<file path="src/rtl/lpif_asym_pkg.sv">
// Shared lane geometry, beat type and bundle field helpers for the quarter-rate
// upstream LPIF unpacker.
package lpif_asym_pkg;

   localparam int LANES    = 4;
   localparam int DATA_W   = 128;
   localparam int STATE_W  = 4;
   localparam int PROTID_W = 2;
   localparam int CRC_W    = 8;
   localparam int BUNDLE_W = 580;

   // Bundle bit layout, LSB first: state, protid, data, dvalid, crc, crc_valid, valid
   localparam int STATE_LSB  = 0;
   localparam int PROTID_LSB = STATE_LSB + LANES * STATE_W;
   localparam int DATA_LSB   = PROTID_LSB + LANES * PROTID_W;
   localparam int DVALID_LSB = DATA_LSB + LANES * DATA_W;
   localparam int CRC_LSB    = DVALID_LSB + LANES;
   localparam int CRCV_LSB   = CRC_LSB + LANES * CRC_W;
   localparam int VALID_LSB  = CRCV_LSB + LANES;

   typedef struct packed {
      logic [STATE_W-1:0]  state;
      logic [PROTID_W-1:0] protid;
      logic [DATA_W-1:0]   data;
      logic                dvalid;
      logic [CRC_W-1:0]    crc;
      logic                crc_valid;
   } lpif_beat_t;

   function automatic logic [LANES-1:0] bundle_valid(input logic [BUNDLE_W-1:0] bundle);
      return bundle[VALID_LSB +: LANES];
   endfunction

   function automatic lpif_beat_t bundle_lane(input logic [BUNDLE_W-1:0] bundle,
                                              input logic [1:0] lane);
      lpif_beat_t beat;
      beat.state     = bundle[STATE_LSB  + STATE_W  * int'(lane) +: STATE_W];
      beat.protid    = bundle[PROTID_LSB + PROTID_W * int'(lane) +: PROTID_W];
      beat.data      = bundle[DATA_LSB   + DATA_W   * int'(lane) +: DATA_W];
      beat.dvalid    = bundle[DVALID_LSB + int'(lane)];
      beat.crc       = bundle[CRC_LSB    + CRC_W    * int'(lane) +: CRC_W];
      beat.crc_valid = bundle[CRCV_LSB   + int'(lane)];
      return beat;
   endfunction

endpackage

</file>
<file path="src/rtl/lpif_bundle_fifo.sv">
// Single-clock bundle FIFO with flush; a push into a full FIFO is accepted only
// when the same cycle pops the head.
module lpif_bundle_fifo #(
   parameter int WIDTH = 580,
   parameter int DEPTH = 4,
   parameter int CNT_W = $clog2(DEPTH) + 1
) (
   input  logic             clk,
   input  logic             rst,
   input  logic             push,
   input  logic             pop,
   input  logic             flush,
   input  logic [WIDTH-1:0] wdata,
   output logic [WIDTH-1:0] rdata,
   output logic             full,
   output logic             empty,
   output logic [CNT_W-1:0] count
);

   localparam int AW = $clog2(DEPTH);

   logic [WIDTH-1:0] mem [DEPTH];
   logic [AW-1:0]    wr_ptr;
   logic [AW-1:0]    rd_ptr;
   logic             do_push;
   logic             do_pop;

   assign empty   = (count == '0);
   assign full    = (count == CNT_W'(DEPTH));
   assign do_pop  = pop && !empty;
   assign do_push = push && (!full || do_pop);
   assign rdata   = mem[rd_ptr];

   always_ff @(posedge clk) begin
      if (rst || flush) begin
         wr_ptr <= '0;
         rd_ptr <= '0;
         count  <= '0;
      end else begin
         if (do_push) wr_ptr <= wr_ptr + AW'(1);
         if (do_pop)  rd_ptr <= rd_ptr + AW'(1);
         if (do_push && !do_pop)
            count <= count + CNT_W'(1);
         else if (!do_push && do_pop)
            count <= count - CNT_W'(1);
      end
   end

   // Storage needs no reset; emptiness is tracked by the pointers and count
   always_ff @(posedge clk) begin
      if (do_push && !rst && !flush) mem[wr_ptr] <= wdata;
   end

endmodule

</file>
<file path="src/rtl/lpif_ustrm_quarter_unpacker.sv">
// Buffers quarter-rate upstream LPIF bundles and serializes their valid lanes
// into one flit beat per cycle, counting bundles dropped on overflow.
module lpif_ustrm_quarter_unpacker
   import lpif_asym_pkg::*;
#(
   parameter int DEPTH = 4,
   parameter int CNT_W = $clog2(DEPTH) + 1
) (
   input  logic         clk_wr,
   input  logic         rst_wr,
   input  logic         rx_online,
   input  logic [15:0]  ustrm_state,
   input  logic [7:0]   ustrm_protid,
   input  logic [511:0] ustrm_data,
   input  logic [3:0]   ustrm_dvalid,
   input  logic [31:0]  ustrm_crc,
   input  logic [3:0]   ustrm_crc_valid,
   input  logic [3:0]   ustrm_valid,
   output logic         beat_valid,
   input  logic         beat_ready,
   output logic [3:0]   beat_state,
   output logic [1:0]   beat_protid,
   output logic [127:0] beat_data,
   output logic         beat_dvalid,
   output logic [7:0]   beat_crc,
   output logic         beat_crc_valid,
   input  logic         ovf_clr,
   output logic [31:0]  unpack_debug_status
);

   logic [BUNDLE_W-1:0] bundle_in;
   logic [BUNDLE_W-1:0] head;
   logic [LANES-1:0]    head_valid;
   logic                fifo_full;
   logic                fifo_empty;
   logic [CNT_W-1:0]    occupancy;
   logic                push_req;
   logic                pop;
   logic                drop;
   logic [1:0]          ptr;
   logic [1:0]          sel;
   logic                found;
   logic                last;
   lpif_beat_t          lane_beat;
   logic                sticky;
   logic [15:0]         drop_cnt;

   assign bundle_in = {ustrm_valid, ustrm_crc_valid, ustrm_crc, ustrm_dvalid,
                       ustrm_data, ustrm_protid, ustrm_state};
   assign push_req  = rx_online && (|ustrm_valid);
   assign pop       = beat_valid && beat_ready && last;
   assign drop      = push_req && fifo_full && !pop;

   lpif_bundle_fifo #(
      .WIDTH (BUNDLE_W),
      .DEPTH (DEPTH),
      .CNT_W (CNT_W)
   ) u_fifo (
      .clk   (clk_wr),
      .rst   (rst_wr),
      .push  (push_req),
      .pop   (pop),
      .flush (!rx_online),
      .wdata (bundle_in),
      .rdata (head),
      .full  (fifo_full),
      .empty (fifo_empty),
      .count (occupancy)
   );

   assign head_valid = bundle_valid(head);

   // Pick the lowest valid lane at or above the pointer; last means none follows it
   always_comb begin
      sel   = '0;
      found = 1'b0;
      last  = 1'b1;
      for (int i = 0; i < LANES; i++) begin
         if (head_valid[i] && (i >= int'(ptr))) begin
            if (!found) begin
               sel   = 2'(i);
               found = 1'b1;
            end else begin
               last = 1'b0;
            end
         end
      end
   end

   always_comb begin
      lane_beat      = bundle_lane(head, sel);
      beat_valid     = !fifo_empty;
      beat_state     = '0;
      beat_protid    = '0;
      beat_data      = '0;
      beat_dvalid    = 1'b0;
      beat_crc       = '0;
      beat_crc_valid = 1'b0;
      if (!fifo_empty) begin
         beat_state     = lane_beat.state;
         beat_protid    = lane_beat.protid;
         beat_data      = lane_beat.data;
         beat_dvalid    = lane_beat.dvalid;
         beat_crc       = lane_beat.crc;
         beat_crc_valid = lane_beat.crc_valid;
      end
   end

   always_ff @(posedge clk_wr) begin
      if (rst_wr || !rx_online)
         ptr <= '0;
      else if (beat_valid && beat_ready)
         ptr <= last ? 2'd0 : sel + 2'd1;
   end

   // Clear wins over a drop in the same cycle
   always_ff @(posedge clk_wr) begin
      if (rst_wr || ovf_clr) begin
         sticky   <= 1'b0;
         drop_cnt <= '0;
      end else if (drop) begin
         sticky <= 1'b1;
         if (drop_cnt != 16'hFFFF) drop_cnt <= drop_cnt + 16'd1;
      end
   end

   always_comb begin
      unpack_debug_status              = '0;
      unpack_debug_status[CNT_W-1:0]   = occupancy;
      unpack_debug_status[8]           = sticky;
      unpack_debug_status[9]           = fifo_empty;
      unpack_debug_status[10]          = fifo_full;
      unpack_debug_status[31:16]       = drop_cnt;
   end

endmodule

</file>
<file path="config.mk">
export PLATFORM = sky130hd
export DESIGN_NAME = lpif_ustrm_quarter_unpacker
export DESIGN_NICKNAME = d
export VERILOG_FILES = /design/src/rtl/lpif_asym_pkg.sv /design/src/rtl/lpif_bundle_fifo.sv /design/src/rtl/lpif_ustrm_quarter_unpacker.sv
export SDC_FILE = /design/constraint.sdc
export NUM_CORES = 2
export LEC_CHECK = 0
export CORE_MARGIN = 3
export CORE_UTILIZATION = 35
export CTS_BUF_LIST = sky130_fd_sc_hd__clkbuf_8
export DETAILED_ROUTE_END_ITERATION = 10
export PLACE_DENSITY = 0.53
export SETUP_SLACK_MARGIN = 0.15
export SKIP_CTS_REPAIR_TIMING = 1
export SYNTH_ARGS = -nofsm -noshare
export SYNTH_HDL_FRONTEND = slang
export SYNTH_SLANG_ARGS = --single-unit
export TNS_END_PERCENT = 5
</file>
<file path="constraint.sdc">
create_clock -name clk_wr -period 33 [get_ports clk_wr]
set_input_delay 6.6 -clock clk_wr [delete_from_list [all_inputs] [get_ports clk_wr]]
set_output_delay 6.6 -clock clk_wr [all_outputs]
set_load 0.01 [all_outputs]
</file>
Word level (Yosys, flattened, before mapping)
Memory sizes are Yosys's and may differ from the RTL's. A register that Yosys moved wholly into a read port is not among the register bits.
Cells that the tools add are included.

word-level totals
  memories = 1
  output and inout port bits = 177
  word-level logic and storage cells = 91
  input port bits = 585
  bits in registers = 26
  bits in writable memories = 2,320

memories
  memory      depth  width  read ports  clocked after memory_dff  wr ports  line                    RTL
  u_fifo.mem  4      580    1           1                         1         lpif_bundle_fifo.sv:22  logic [WIDTH-1:0] mem [DEPTH];

operators by class
  equality and inequality tests = 2
  reductions and logical operators = 28
  shifts and indexed selects = 4
  magnitude comparators = 5
  muxes and demuxes = 34
  add/sub/neg operators = 11

operators by type and width
  kind                     number
  $shiftx A580 B11 Y128    1
  $shiftx A580 B12 Y8      1
  $shiftx A580 B5 Y4       1
  $shiftx A580 B7 Y2       1
  $mux W128                1
  $add A10 B2 Y11 const A  2
  $lt A11 B11 Y1 const B   2
  $bmux W1 S10             2
  $mux W1                  19
  $add A16 B1 Y16 const B  1
  $mux W2                  8
  $ne A16 B16 Y1 const B   1
  $logic_and A1 B1 Y1      14
  $add A10 B5 Y11 const A  1
  $add A5 B9 Y10 const A   1
  $mux W8                  1
  $logic_not A1 Y1         7
  $add A2 B1 Y2 const B    3
  $add A5 B3 Y6 const A    1
  $mux W3                  2
  $ge A1 B2 Y1 const A     2
  $mux W4                  1
  $reduce_or A4 Y1         1
  $add A3 B1 Y3 const B    1
  other kinds (7)          9

Depth between registers and ports, before layout
  depth in word-level cells = 17
  mapped depth = 14
  depth with buffers taken out = 12

Hierarchy
Synthesis repeated with hierarchy kept, for this count alone.

unflattened totals
  cells, all modules = 3,566
  area total of the unflattened synthesis = 89,582.2 um^2

by module, submodules not included
  module                       cells an instance  area each (um^2)  sequential area each (um^2)  times used
  lpif_bundle_fifo             3,080              83,955.5          69,847.0                     1
  lpif_ustrm_quarter_unpacker  486                5,626.6           380.4                        1

Worst setup path after synthesis
OpenSTA, ideal clock, no wires.

  path type = input to register
  start point = input port beat_ready
  end point = memory u_fifo.mem[0][0], enable pin
  stages = 5
  library setup time = 1.023 ns
  required time = 31.977 ns
  arrival time = 20.459 ns
  path buffers = 0
  setup slack = 11.518 ns
  cells stage by stage = and2_1 o211a_1 a21oi_1 nor2_1 and3_1

on the way
  longest elaborated chain between the ends = 9

RTL lines
  what                               line                               RTL
  from (decl)                        lpif_ustrm_quarter_unpacker.sv:20  input logic beat_ready,
  $logic_and A1 B1 Y1 (2 in series)  lpif_ustrm_quarter_unpacker.sv:51  assign pop = beat_valid && beat_ready && last;
  $logic_and A1 B1 Y1                lpif_bundle_fifo.sv:30             assign do_pop = pop && !empty;
  $logic_or A1 B1 Y1                 lpif_bundle_fifo.sv:31             assign do_push = push && (!full || do_pop);
  $logic_and A1 B1 Y1                lpif_bundle_fifo.sv:31
  $logic_and A1 B1 Y1 (2 in series)  lpif_bundle_fifo.sv:51             if (do_push && !rst && !flush) mem[wr_ptr] <= wdata;
  $mux W1                            lpif_bundle_fifo.sv:51
  $mux W1 (not written as such)      lpif_bundle_fifo.sv:51
  to (decl)                          lpif_bundle_fifo.sv:22

No other way between the ends.

==> flow_summary_export.csv <==
group,metric,value,unit
outcome,run_status,"finished clean",
global_routing,antenna_found_initial,161,
power_and_ir_drop,swShare,0.2259,
power_and_ir_drop,power_frac_clock,0.391,
setup_path,cp_data_arrival_time,8130,ps
detailed_routing,remaining_drc_errors,0,
synthesis,synth_cells,5369,
timing,setup_viol,0,
synthesis,synth-async-reset-ratio,0,
global_routing,grt_usage,0.1780,
cells_and_area,multi_input_area,21770,um2
setup_path,critical_path.most_common_cell,"buf_4",
placed_design,gp_congestion,0.7512,
synthesis,netlist.area_leader.share,0.7438,
floorplanning,initial_core_util,0.3524,
floorplanning,coreArea,265800,um2
global_routing,grt-ovfl-total,0,
cts,clockRootBuffer,"clkbuf_8",
cts,clock_latency,1020,ps
synthesis,ys_seq_area_frac,0.7498,
global_routing,grt_pass1_wl,363000,um
cells_and_area,area_growth,19.66,%
power_and_ir_drop,share_comb_of_total_power,0.058,
cells_and_area,layout.nets,6821,
setup_path,crit_fanout,95,
cts,htreeDepth,5,
setup_path,cp_slowest_cell,"buf_4",
synthesis,synth_area_leaders,"edfxtp_1 (74%), mux2i_1 (12%), a211oi_1 (4.6%), and3_1 (3.9%), or4_1 (1.2%)",
min_path,worst_hold_path_type,"flop to flop",
placed_design,dp.cells,9362,
power_and_ir_drop,p_switching,1.361,mW
timing,setup_tns,0,ps
placed_design,io_buffers,751,
floorplanning,die_area,273800,um2
timing,rsz0062_at_grt,"no",
cts,cts_sinks,2348,
detailed_routing,vias_per_cell,5.115,
cells_and_area,finalNonFillerCells,10140,
run,drv_cap,0,
setup_path,crit_required,26400,ps
global_routing,first_global_vias,52400,
cts,path_clk_slew,50,ps
power_and_ir_drop,leakage,35.57,nW
timing,worst_slew_pin_slew,1293,ps
timing,fmax,67.87,MHz
global_routing,grt_max_degree,187,
power_and_ir_drop,p_per_area,53.75,nW/um2
timing,slew_viol_final,0,
timing,skew,62.74,ps
synthesis,yosysWarnings,0,
timing,timing.slew.headroom,0.1380,
setup_path,crit_family,"buffers and inverters",
synthesis,synth_edf_count,2320,
min_path,hp-start,"sticky",
synthesis,synthFlopType,"edfxtp_1",
synthesis,yosysTopAreaCell,"edfxtp_1",
floorplanning,rows,189,
synthesis,synth_common_cells,"edfxtp_1 (2320), mux2i_1 (1158), and3_1 (582)",
floorplanning,ioPinCount,762,
detailed_routing,wl,253300,um
synthesis,synth_most_common_cell,"edfxtp_1",
cells_and_area,drive_gt1_frac,0.09071,
detailed_routing,drtIter0Drc,3411,
cells_and_area,fillers,23820,
setup_path,crit_path_start_kind,"flop",
floorplanning,chipWidth,523.3,um
power_and_ir_drop,peakVddDrop,0.00002957,V
cts,cts_tree,"built",
timing,hold_viol,0,
setup_path,path_buf_inv,5,
detailed_routing,vias,51860,
cts,clk_path_buf_depth,4,
setup_path,cp-end-kind,"primary output",
setup_path,cp_cell_sequence,"buf_4, mux4_2, nand3b_1, nand2_8, buf_4, buf_4, buf_4, a211oi_1, or4_1, clkdlybuf4s50_1",
synthesis,ys_types,56,
synthesis,synth.avg_cell_area,17.44,um2
setup_path,max_stage_delay,910,ps
synthesis,netlist_area,93660,um2
synthesis,ys_seq_elements,2348,
detailed_routing,avgRoutedWirePerCell,24.99,um
cts,numCtsBuffers,398,
power_and_ir_drop,seqPwrFrac,0.551,
floorplanning,die_h,523.3,um
timing,period_share,0.4465,
detailed_routing,firstDrtPassIters,7,
timing,layout_min_cycle_time,14730,ps
detailed_routing,antenna_left,0,
power_and_ir_drop,p_int,4.663,mW
cells_and_area,ff_latch_area,70230,um2
setup_path,worst-setup-path-type,"flop to primary output",
placed_design,dp.final_hpwl,149400,um
==> layer usage <==
metal | vias to the layer above | wire, um | track usage
li1 | 23630 | - | -
met1 | 26110 | 105600 | 0.2262
met2 | 1443 | 117200 | 0.2783
met3 | 551 | 22990 | 0.06963
met4 | 130 | 6673 | 0.05926
met5 | - | 864 | 0
==> metrics by stage <==
step | cell area [um2] | setup slack, ps | utilization | total power, mW | hold WS [ps]
after floorplan | 93690 | 11520 | - | 3.541 | 441.6
after global placement | 104800 | 19240 | 0.3943 | 3.729 | 459.1
after detailed placement | 104800 | 19220 | 0.3943 | 3.734 | 471.1
after CTS | 111900 | 18050 | 0.4209 | 6.116 | 484.5
after global routing | 111900 | 17710 | 0.4212 | 6.271 | 534.3
final | 112100 | 18270 | 0.4216 | 6.024 | 473.6
==> worst min-delay path, stage by stage (launching register included) <==
cell and delay, ps:
dfxtp_1 320, nor2_1 50, nor2_1 70
==> cells by family (layout without fill, tap and decap cells) <==
logic type | after synthesis | in the layout | share of synthesized area
flip-flops | 2348 | 2348 | 0.7498
multiplexers | 1163 | 1163 | 0.1248
AND/OR/NAND/NOR | 817 | 817 | 0.05553
AO/OA/AOI/OAI | 620 | 620 | 0.04953
buffers and inverters | 409 | 1557 | 0.01886
adder cells (fa/ha/maj) | 7 | 7 | 0.001015
XOR/XNOR | 4 | 4 | 0.0003741
other | 1 | 89 | 0.00004004
==> registers in the layout, summed over array words and instances, names as in the netlist, named ones only <==
name / count
u_fifo.mem: 2320
drop_cnt: 16
u_fifo.count: 3
ptr: 2
u_fifo.rd_ptr: 2
u_fifo.wr_ptr: 2
sticky: 1
==> cells in the final DEF (no fill, tap or decap), types with 4 or more instances in the layout <==
cell type and instances:
edfxtp_1 2320, mux2i_1 1158, clkdlybuf4s50_1 751, and3_1 578, a211oi_1 577, clkbuf_8 406
or4_1 145, inv_1 128, clkinv_1 110, buf_4 94, diode_2 79, clkinv_2 34
dfxtp_1 27, nand2_1 20, nor2_1 18, a21oi_1 13, nand3_1 10, conb_1 10
or3_1 8, o21ai_0 7, bufinv_16 7, nor3_1 6, ha_1 6, inv_6 6
buf_12 6, nand4_1 5, inv_8 5, mux4_2 4, and3_4 4, inv_12 4
==> path summary, 6_finish.rpt <==
kind | to | slack, ps | cells after the start
max | beat_data[86] | 18270 | 10
min | sticky | 470 | 2
max reg2reg | u_fifo.mem[2][226] | 25310 | 11
min reg2reg | sticky | 470 | 2
==> power by group through the flow <==
stage | logic, mW | registers (mW) | clock network [mW]
2_1_floorplan | 0.139 | 3.40 | 0
3_3_place_gp | 0.349 | 3.38 | 0
5_1_grt | 0.376 | 3.32 | 2.57
4_1_cts | 0.355 | 3.32 | 2.44
3_5_place_dp | 0.353 | 3.38 | 0
6_report | 0.350 | 3.32 | 2.35
==> layout make-up <==
cell class / instances / area share
Antenna cell: 79 / 0.001764
Multi-Input combinational cell: 2621 / 0.1943
Tap cell: 3533 / 0.03944
Timing Repair Buffer: 851 / 0.07444
Clock inverter: 291 / 0.01325
Clock buffer: 406 / 0.04986
Inverter: 9 / 0.0003014
Sequential cell: 2348 / 0.6267
Note: power is estimated with default switching activity, not from simulation.
